`src/rtl/mem_walk_seq.sv`:
```
// mem_walk_seq: walking-bit memory test sequencer.
// Writes pat(a) = p_SEED rotated left by (a mod p_DATA_WIDTH) to every address,
// reads every address back and compares against the same pattern. Each mismatch
// produces a one-cycle strobe with address/data/expected for the capture registers.
//
// Handshake: the memory has no back-pressure. o_WE and o_RE are single-cycle
// strobes qualified by o_ADDR (and o_WDATA for writes); i_RDATA must be valid
// exactly one cycle after the cycle in which o_RE is high. o_ERR_VALID is a
// one-cycle strobe and o_ERR_ADDR/DATA/EXP are valid in that same cycle.
module mem_walk_seq #(
  parameter int                      p_ADDR_WIDTH    = 4,
  parameter int                      p_DATA_WIDTH    = 8,
  parameter int                      p_DEPTH         = 16,
  parameter logic [p_DATA_WIDTH-1:0] p_SEED          = 1,
  parameter int                      p_ERR_CNT_WIDTH = 8
) (
  input  logic                       i_CLK,
  input  logic                       i_RST_N,
  input  logic                       i_START,
  input  logic [p_DATA_WIDTH-1:0]    i_RDATA,
  output logic [p_ADDR_WIDTH-1:0]    o_ADDR,
  output logic [p_DATA_WIDTH-1:0]    o_WDATA,
  output logic                       o_WE,
  output logic                       o_RE,
  output logic                       o_BUSY,
  output logic                       o_DONE,
  output logic                       o_PASS,
  output logic                       o_ERR_VALID,
  output logic [p_ADDR_WIDTH-1:0]    o_ERR_ADDR,
  output logic [p_DATA_WIDTH-1:0]    o_ERR_DATA,
  output logic [p_DATA_WIDTH-1:0]    o_ERR_EXP,
  output logic [p_ERR_CNT_WIDTH-1:0] o_ERR_CNT,
  output logic [2:0]                 o_STATE
);

  typedef enum logic [2:0] {
    S_IDLE  = 3'd0,
    S_WRITE = 3'd1,
    S_READ  = 3'd2,
    S_DRAIN = 3'd3,
    S_DONE  = 3'd4
  } state_t;

  localparam logic [p_ADDR_WIDTH-1:0]    ADDR_LAST = p_ADDR_WIDTH'(p_DEPTH - 1);
  localparam logic [p_ADDR_WIDTH-1:0]    ADDR_ONE  = p_ADDR_WIDTH'(1);
  localparam logic [p_ERR_CNT_WIDTH-1:0] CNT_ONE   = p_ERR_CNT_WIDTH'(1);

  state_t                       state;
  logic                         cmp_valid;
  logic [p_ADDR_WIDTH-1:0]      cmp_addr;
  logic [p_DATA_WIDTH-1:0]      cmp_exp;
  logic                         mismatch;
  logic [p_ERR_CNT_WIDTH-1:0]   cnt_next;

  // Rotate the seed left by (a mod data width); the doubled seed makes the wrap free.
  function automatic logic [p_DATA_WIDTH-1:0] pat(input logic [p_ADDR_WIDTH-1:0] a);
    logic [2*p_DATA_WIDTH-1:0] t;
    int sh;
    sh = int'(a) % p_DATA_WIDTH;
    t  = {p_SEED, p_SEED} << sh;
    return t[2*p_DATA_WIDTH-1:p_DATA_WIDTH];
  endfunction

  assign o_STATE = state;

  // Compare the returned word with the expected pattern and form the saturating count.
  always_comb begin
    mismatch = 1'b0;
    cnt_next = o_ERR_CNT;
    if (cmp_valid && (i_RDATA != cmp_exp)) begin
      mismatch = 1'b1;
      if (o_ERR_CNT != {p_ERR_CNT_WIDTH{1'b1}}) begin
        cnt_next = o_ERR_CNT + CNT_ONE;
      end
    end
  end

  // Sequencer FSM, compare pipeline and all registered outputs.
  always_ff @(posedge i_CLK) begin
    if (!i_RST_N) begin
      state       <= S_IDLE;
      cmp_valid   <= 1'b0;
      cmp_addr    <= '0;
      cmp_exp     <= '0;
      o_ADDR      <= '0;
      o_WDATA     <= '0;
      o_WE        <= 1'b0;
      o_RE        <= 1'b0;
      o_BUSY      <= 1'b0;
      o_DONE      <= 1'b0;
      o_PASS      <= 1'b0;
      o_ERR_VALID <= 1'b0;
      o_ERR_ADDR  <= '0;
      o_ERR_DATA  <= '0;
      o_ERR_EXP   <= '0;
      o_ERR_CNT   <= '0;
    end else begin
      // The read issued this cycle is compared next cycle, when its data returns.
      cmp_valid   <= o_RE;
      cmp_addr    <= o_ADDR;
      cmp_exp     <= pat(o_ADDR);
      o_ERR_VALID <= mismatch;
      o_ERR_CNT   <= cnt_next;
      if (mismatch) begin
        o_ERR_ADDR <= cmp_addr;
        o_ERR_DATA <= i_RDATA;
        o_ERR_EXP  <= cmp_exp;
      end

      case (state)
        S_IDLE, S_DONE: begin
          if (i_START) begin
            state     <= S_WRITE;
            o_WE      <= 1'b1;
            o_ADDR    <= '0;
            o_WDATA   <= pat('0);
            o_BUSY    <= 1'b1;
            o_DONE    <= 1'b0;
            o_PASS    <= 1'b0;
            o_ERR_CNT <= '0;
          end
        end
        S_WRITE: begin
          if (o_ADDR == ADDR_LAST) begin
            state   <= S_READ;
            o_WE    <= 1'b0;
            o_RE    <= 1'b1;
            o_ADDR  <= '0;
            o_WDATA <= '0;
          end else begin
            o_ADDR  <= o_ADDR + ADDR_ONE;
            o_WDATA <= pat(o_ADDR + ADDR_ONE);
          end
        end
        S_READ: begin
          if (o_ADDR == ADDR_LAST) begin
            state  <= S_DRAIN;
            o_RE   <= 1'b0;
            o_ADDR <= '0;
          end else begin
            o_ADDR <= o_ADDR + ADDR_ONE;
          end
        end
        S_DRAIN: begin
          // The last read is compared in this cycle, so PASS must see the updated count.
          state  <= S_DONE;
          o_BUSY <= 1'b0;
          o_DONE <= 1'b1;
          o_PASS <= (cnt_next == '0);
        end
        default: begin
          state <= S_IDLE;
          o_WE  <= 1'b0;
          o_RE  <= 1'b0;
        end
      endcase
    end
  end

endmodule

```
`config.mk`:
```
export PLATFORM = sky130hd
export DESIGN_NAME = mem_walk_seq
export DESIGN_NICKNAME = d
export VERILOG_FILES = /design/src/rtl/mem_walk_seq.sv
export SDC_FILE = /design/constraint.sdc
export NUM_CORES = 1
export LEC_CHECK = 0
export ABC_AREA = 1
export CAP_MARGIN = 20
export CORE_ASPECT_RATIO = 1.1
export CORE_MARGIN = 2
export CORE_UTILIZATION = 54
export CTS_CLUSTER_DIAMETER = 60
export CTS_CLUSTER_SIZE = 25
export DETAILED_ROUTE_END_ITERATION = 6
export MAX_ROUTING_LAYER = met4
export PLACE_DENSITY_LB_ADDON = 0.1
export SLEW_MARGIN = 25
export SYNTH_ARGS = -nofsm -noshare
export SYNTH_HDL_FRONTEND = slang
export SYNTH_SLANG_ARGS = --single-unit
```
`constraint.sdc`:
```
create_clock -name i_CLK -period 4.8 [get_ports i_CLK]
set_input_delay 0.96 -clock i_CLK [delete_from_list [all_inputs] [get_ports i_CLK]]
set_output_delay 0.96 -clock i_CLK [all_outputs]
set_load 0.05 [all_outputs]
```
== Word level (Yosys, flattened, before mapping) ==
Cells that the tools add are included.

* Flip-flop bits (word level): 62
* Input port bits: 11
* Output and inout bits: 49
* Logic and storage cells: 72

* Add/sub/neg operators: 2
* Eq/ne operators: 10
* Shift operators: 2
* Muxes and demuxes: 24
* Bitwise gates (word level): 2
* Reduce and logical (&&, ||, !) cells: 16

{| class="wikitable"
|+ Operators with widths
! cell !! count
|-
| two-way mux 8 bit || 6
|-
| left shift 9 x 3 -> 16 bit, first input constant || 2
|-
| one-hot mux 8 bit (2 select lines) || 1
|-
| one-hot mux 3 bit (4 select lines) || 1
|-
| two-way mux 3 bit || 3
|-
| AND reduction 3 bit || 3
|-
| adder 8 x 1 -> 8 bit, second input constant || 1
|-
| logical NOT 8 bit || 1
|-
| two-way mux 4 bit || 2
|-
| inequality test 8 bit || 1
|-
| inequality test 8 bit, second input constant || 1
|-
| one-hot mux 4 bit (2 select lines) || 1
|-
| == test 3 x 2 -> 1 bit, second input constant || 2
|-
| inequality test 2 bit, second input constant || 3
|-
| one-hot mux 1 bit (2 select lines) || 3
|-
| one-hot mux 1 bit (3 select lines) || 2
|-
| AND reduction 2 bit || 3
|-
| nonzero test 2 bit || 3
|-
| OR reduction 2 bit || 3
|-
| two-way mux 1 bit || 5
|-
| adder 4 x 1 -> 4 bit, second input constant || 1
|-
| == test 4 bit, second input constant || 1
|-
| == test 3 x 1 -> 1 bit, second input constant || 1
|-
| == test 3 bit, second input constant || 1
|-
| 4 further kinds || 5
|}

== Depth between registers and ports, before layout ==
* Word-level depth: 5
* Depth in mapped cells: 13
* Mapped depth without buffers: 12

== Worst setup path before layout ==
Ideal clock, no wire load.

* Path type: in2reg
* Start: in i_RDATA[5]
* End: reg o_ERR_DATA[0]
* Setup time: 118 ps
* Arrival: 1900 ps
* Data required time: 4682 ps
* Setup slack: 2783 ps
* Stages on the path: 12
* Path buffers: 2
* Cell sequence: inv_1 nand2_1 nand2_1 nand2_1 nor2_2 nand2_4 nand2_2 buf_6 inv_2 buf_6 o21ai_1 a21oi_1

* Cells in the longest elaborated chain, start to end: 3

{| class="wikitable"
|+ Ends and longest elaborated chain
! item !! RTL line !! source
|-
| start, declared || 20 || <nowiki>input logic [p_DATA_WIDTH-1:0] i_RDATA,</nowiki>
|-
| inequality test 8 bit || 70 || <nowiki>if (cmp_valid && (i_RDATA != cmp_exp)) begin</nowiki>
|-
| logical AND 1 bit || 70 ||
|-
| two-way mux 1 bit || 70 ||
|-
| end signal, assigned || 106 || <nowiki>o_ERR_DATA <= i_RDATA;</nowiki>
|-
| end, declared || 30 || <nowiki>output logic [p_DATA_WIDTH-1:0] o_ERR_DATA,</nowiki>
|}

No other way between the ends.
A chain may end at the register's enable or synchronous reset.

== Worst setup path after layout ==
* Start: reg o_ADDR[0]
* End: out o_ADDR[0]

{| class="wikitable"
|+ RTL lines
! item !! RTL line !! source
|-
| start, declared || 21 || <nowiki>output logic [p_ADDR_WIDTH-1:0] o_ADDR,</nowiki>
|-
| start signal, assigned || 131 || <nowiki>o_ADDR <= o_ADDR + ADDR_ONE;</nowiki>
|-
| start signal, assigned || 141 || <nowiki>o_ADDR <= o_ADDR + ADDR_ONE;</nowiki>
|}

No word-level cell between the ends.

==> impl_metrics.tcl <==
set metrics [dict create \
    outcome "completed" \
    routedWlPerCell_um 11.4 \
    synth_ff_type "dfxtp_1" \
    grt_util_all_layers 0.227 \
    synth_area_leaders "dfxtp_1, nand2_1, nor2_1" \
    tightestPinTransition_ns 0.508 \
    synth.ff_latch_count 62 \
    cp.arrival_ns 1.72 \
    vias 2439 \
    yosysUniqueCellTypes 29 \
    area_growth_pct 31.3 \
    postCtsSetupRepairBufs 0 \
    maxCapViolations 0 \
    grt_pass1_vias 2259 \
    critical-path-top-delay-family "buffers and inverters" \
    setup-tns-final_ns 0 \
    postCtsHoldBufs 0 \
    yosys.cell_count.top_type "nand2_1" \
    cts_buffers 9 \
    period_minus_slack_ns 2.68 \
    crit_start "o_ADDR[0]$_SDFFE_PN0P_" \
    crit_required_ns 3.84 \
    slew_headroom 0.660 \
    dr.pass1.iters 4 \
    synth_nets 389 \
    synthArstFlopShare 0 \
    regToRegStartpoint "o_ERR_CNT[0]$_SDFF_PN0_" \
    grt_overflow_total 0 \
    drv_slew 0 \
    die_h_um 78.3 \
    p_leak_nw 1.56 \
    dp_hpwl_um 4000 \
    start_kind "flop" \
    yosysWarnings 0 \
    hold_viol_final 0 \
    gp_congestion 0.840 \
    num_io_pins 60 \
    dieArea_mm2 0.00559 \
    worstHoldStart "o_WDATA[7]$_SDFFE_PN0P_" \
    drt-initial-drc-count 178 \
    root_buffer "clkbuf_8" \
    start_util 0.549 \
    p_total_w 0.00155 \
    final_util 0.721 \
    path_cells "clkdlybuf4s50_1" \
    worst_setup_path_end_kind "output port" \
    seq_area_frac_synth 0.459 \
    synth_cells 369 \
    synth_top_area_frac 0.459 \
    clkLatencyLatePin_ns 0.35 \
    viasPerCell 4.95 \
    rsz0062_at_grt "false" \
    postRouteAntennaNets 0 \
    hold_class "flop to flop" \
    routed_wl_um 5640 \
    fin_hold_ws_ns 0.464 \
    cts.path.max_buffers 2 \
    drc 0 \
    rows 27 \
    antenna_found_initial 0 \
    crit_path_top_delay_cell "clkdlybuf4s50_1" \
    cp_slowest_stage_delay_ns 0.87 \
    layout.nets 450 \
    yosysTopAreaCell "dfxtp_1" \
    htreeDepth 3 \
    fmax_mhz 373 \
    drive_gt1_frac 0.0713 \
    path_buf_inv 1 \
    syn_area_mm2 0.00271 \
    timing_worst_setup_path_type "flop to output port" \
    final.setup_skew_ns 0.0109 \
    synth_edf_count 0 \
    crit_fanout 8 \
    cts_tree "yes" \
    finalCritPeriodShare 0.559 \
    setup_viol_count_final 0 \
    avgSynthCellArea_um2 7.33 \
    grt_first_pass_wirelength_um 9780 \
    power_density_mw_per_mm2 436 \
    cts_resized 0 \
    clkTransAtPathRegs_ns 0.07 \
    synthTopCellsByCount "nand2_1, dfxtp_1, nor2_1" \
    clock_sinks 62 \
    irDropWorstVdd_mv 0.365 \
    die_w_um 71.5 \
    coreArea_mm2 0.00493 \
    grt_max_degree 31 \
    antenna_cells 0 \
    port_buffers 59 \
]
==> path summary, 6_finish.rpt <==
check	end	slack, ns	cells past startpoint
min	o_WDATA[7]$_SDFFE_PN0P_	0.46	2
min reg2reg	o_WDATA[7]$_SDFFE_PN0P_	0.46	2
max	o_ADDR[0]	2.12	1
max reg2reg	o_PASS$_SDFFE_PN0P_	3.02	11
==> cells by family after synthesis <==
group / synth area share
buffers and inverters: 0.0938
adder cells (fa/ha/maj): 0.0416
flip-flops: 0.459
AO/OA/AOI/OAI: 0.123
XOR/XNOR: 0.0129
AND/OR/NAND/NOR: 0.270
==> worst reg2reg max path, cell delays in order (launching register included) <==
cell	delay (ns)
dfxtp_1	0.47
ha_1	0.25
nand3_2	0.13
nor2_4	0.17
nand2_4	0.10
nand2_1	0.08
nand2_1	0.07
nand3_2	0.08
nand2_1	0.05
nor2_1	0.12
nand2_1	0.08
o21bai_2	0.12
==> placed cells by master (no fill, tap or decap), drive strengths merged, types with 2 or more instances in the layout <==
cell type       n
nand2          89
dfxtp          62
clkdlybuf4s50  59
nor2           56
inv            48
a21oi          32
o21ai          24
nand3          23
clkbuf         11
ha              9
xnor2           4
nor3            3
bufinv          3
o32ai           2
clkinv          2
==> final cells by class <==
type                    instances  area (µm²)
multi-input cells             248        1210
repair buffers                 60         598
clock inverters                 5         106
fillers                       409        1380
flip-flops and latches         62        1240
inverters                      49         184
clock buffers                  11         141
well taps                      58        72.6
==> flip-flops by register name, summed over array words and instances, names as in the netlist <==
| signal | flops |
|---|---|
| cmp_addr | 4 |
| cmp_valid | 1 |
| o_BUSY | 1 |
| o_WE | 1 |
| o_ERR_CNT | 8 |
| o_ADDR | 4 |
| o_DONE | 1 |
| o_ERR_EXP | 8 |
| o_STATE | 3 |
| o_ERR_ADDR | 4 |
| o_RE | 1 |
| o_ERR_VALID | 1 |
| o_PASS | 1 |
| o_WDATA | 8 |
| o_ERR_DATA | 8 |
| cmp_exp | 8 |
==> metrics by stage <==
| step | instance area (µm²) | setup slack, ns | std cells |
|---|---|---|---|
| after CTS | 3550 | 2.11 | 493 |
| after global routing | 3550 | 2.05 | 493 |
| final | 3550 | 2.12 | 493 |
| after floorplan | 2710 | 2.78 | 369 |
| after detailed placement | 3310 | 1.92 | 477 |
| after global placement | 3310 | 2.00 | 477 |
==> where the power goes <==
part / internal (W) / total, W / switching [W] / leakage, nW
combinational: 0.000122 / 0.000401 / 0.000279 / 0.943
clock: 0.000360 / 0.000563 / 0.000203 / 0.120
sequential: 0.000550 / 0.000584 / 0.0000336 / 0.501
==> routing by layer <==
metal  GRT usage  up-vias  share of wire
li1            -     1288              -
met1       0.269     1075           0.45
met2       0.356       65           0.48
met3      0.0591       11          0.055
met4       0.111        0          0.022
met5           -        -              0
(Power assumes the default switching activity.)
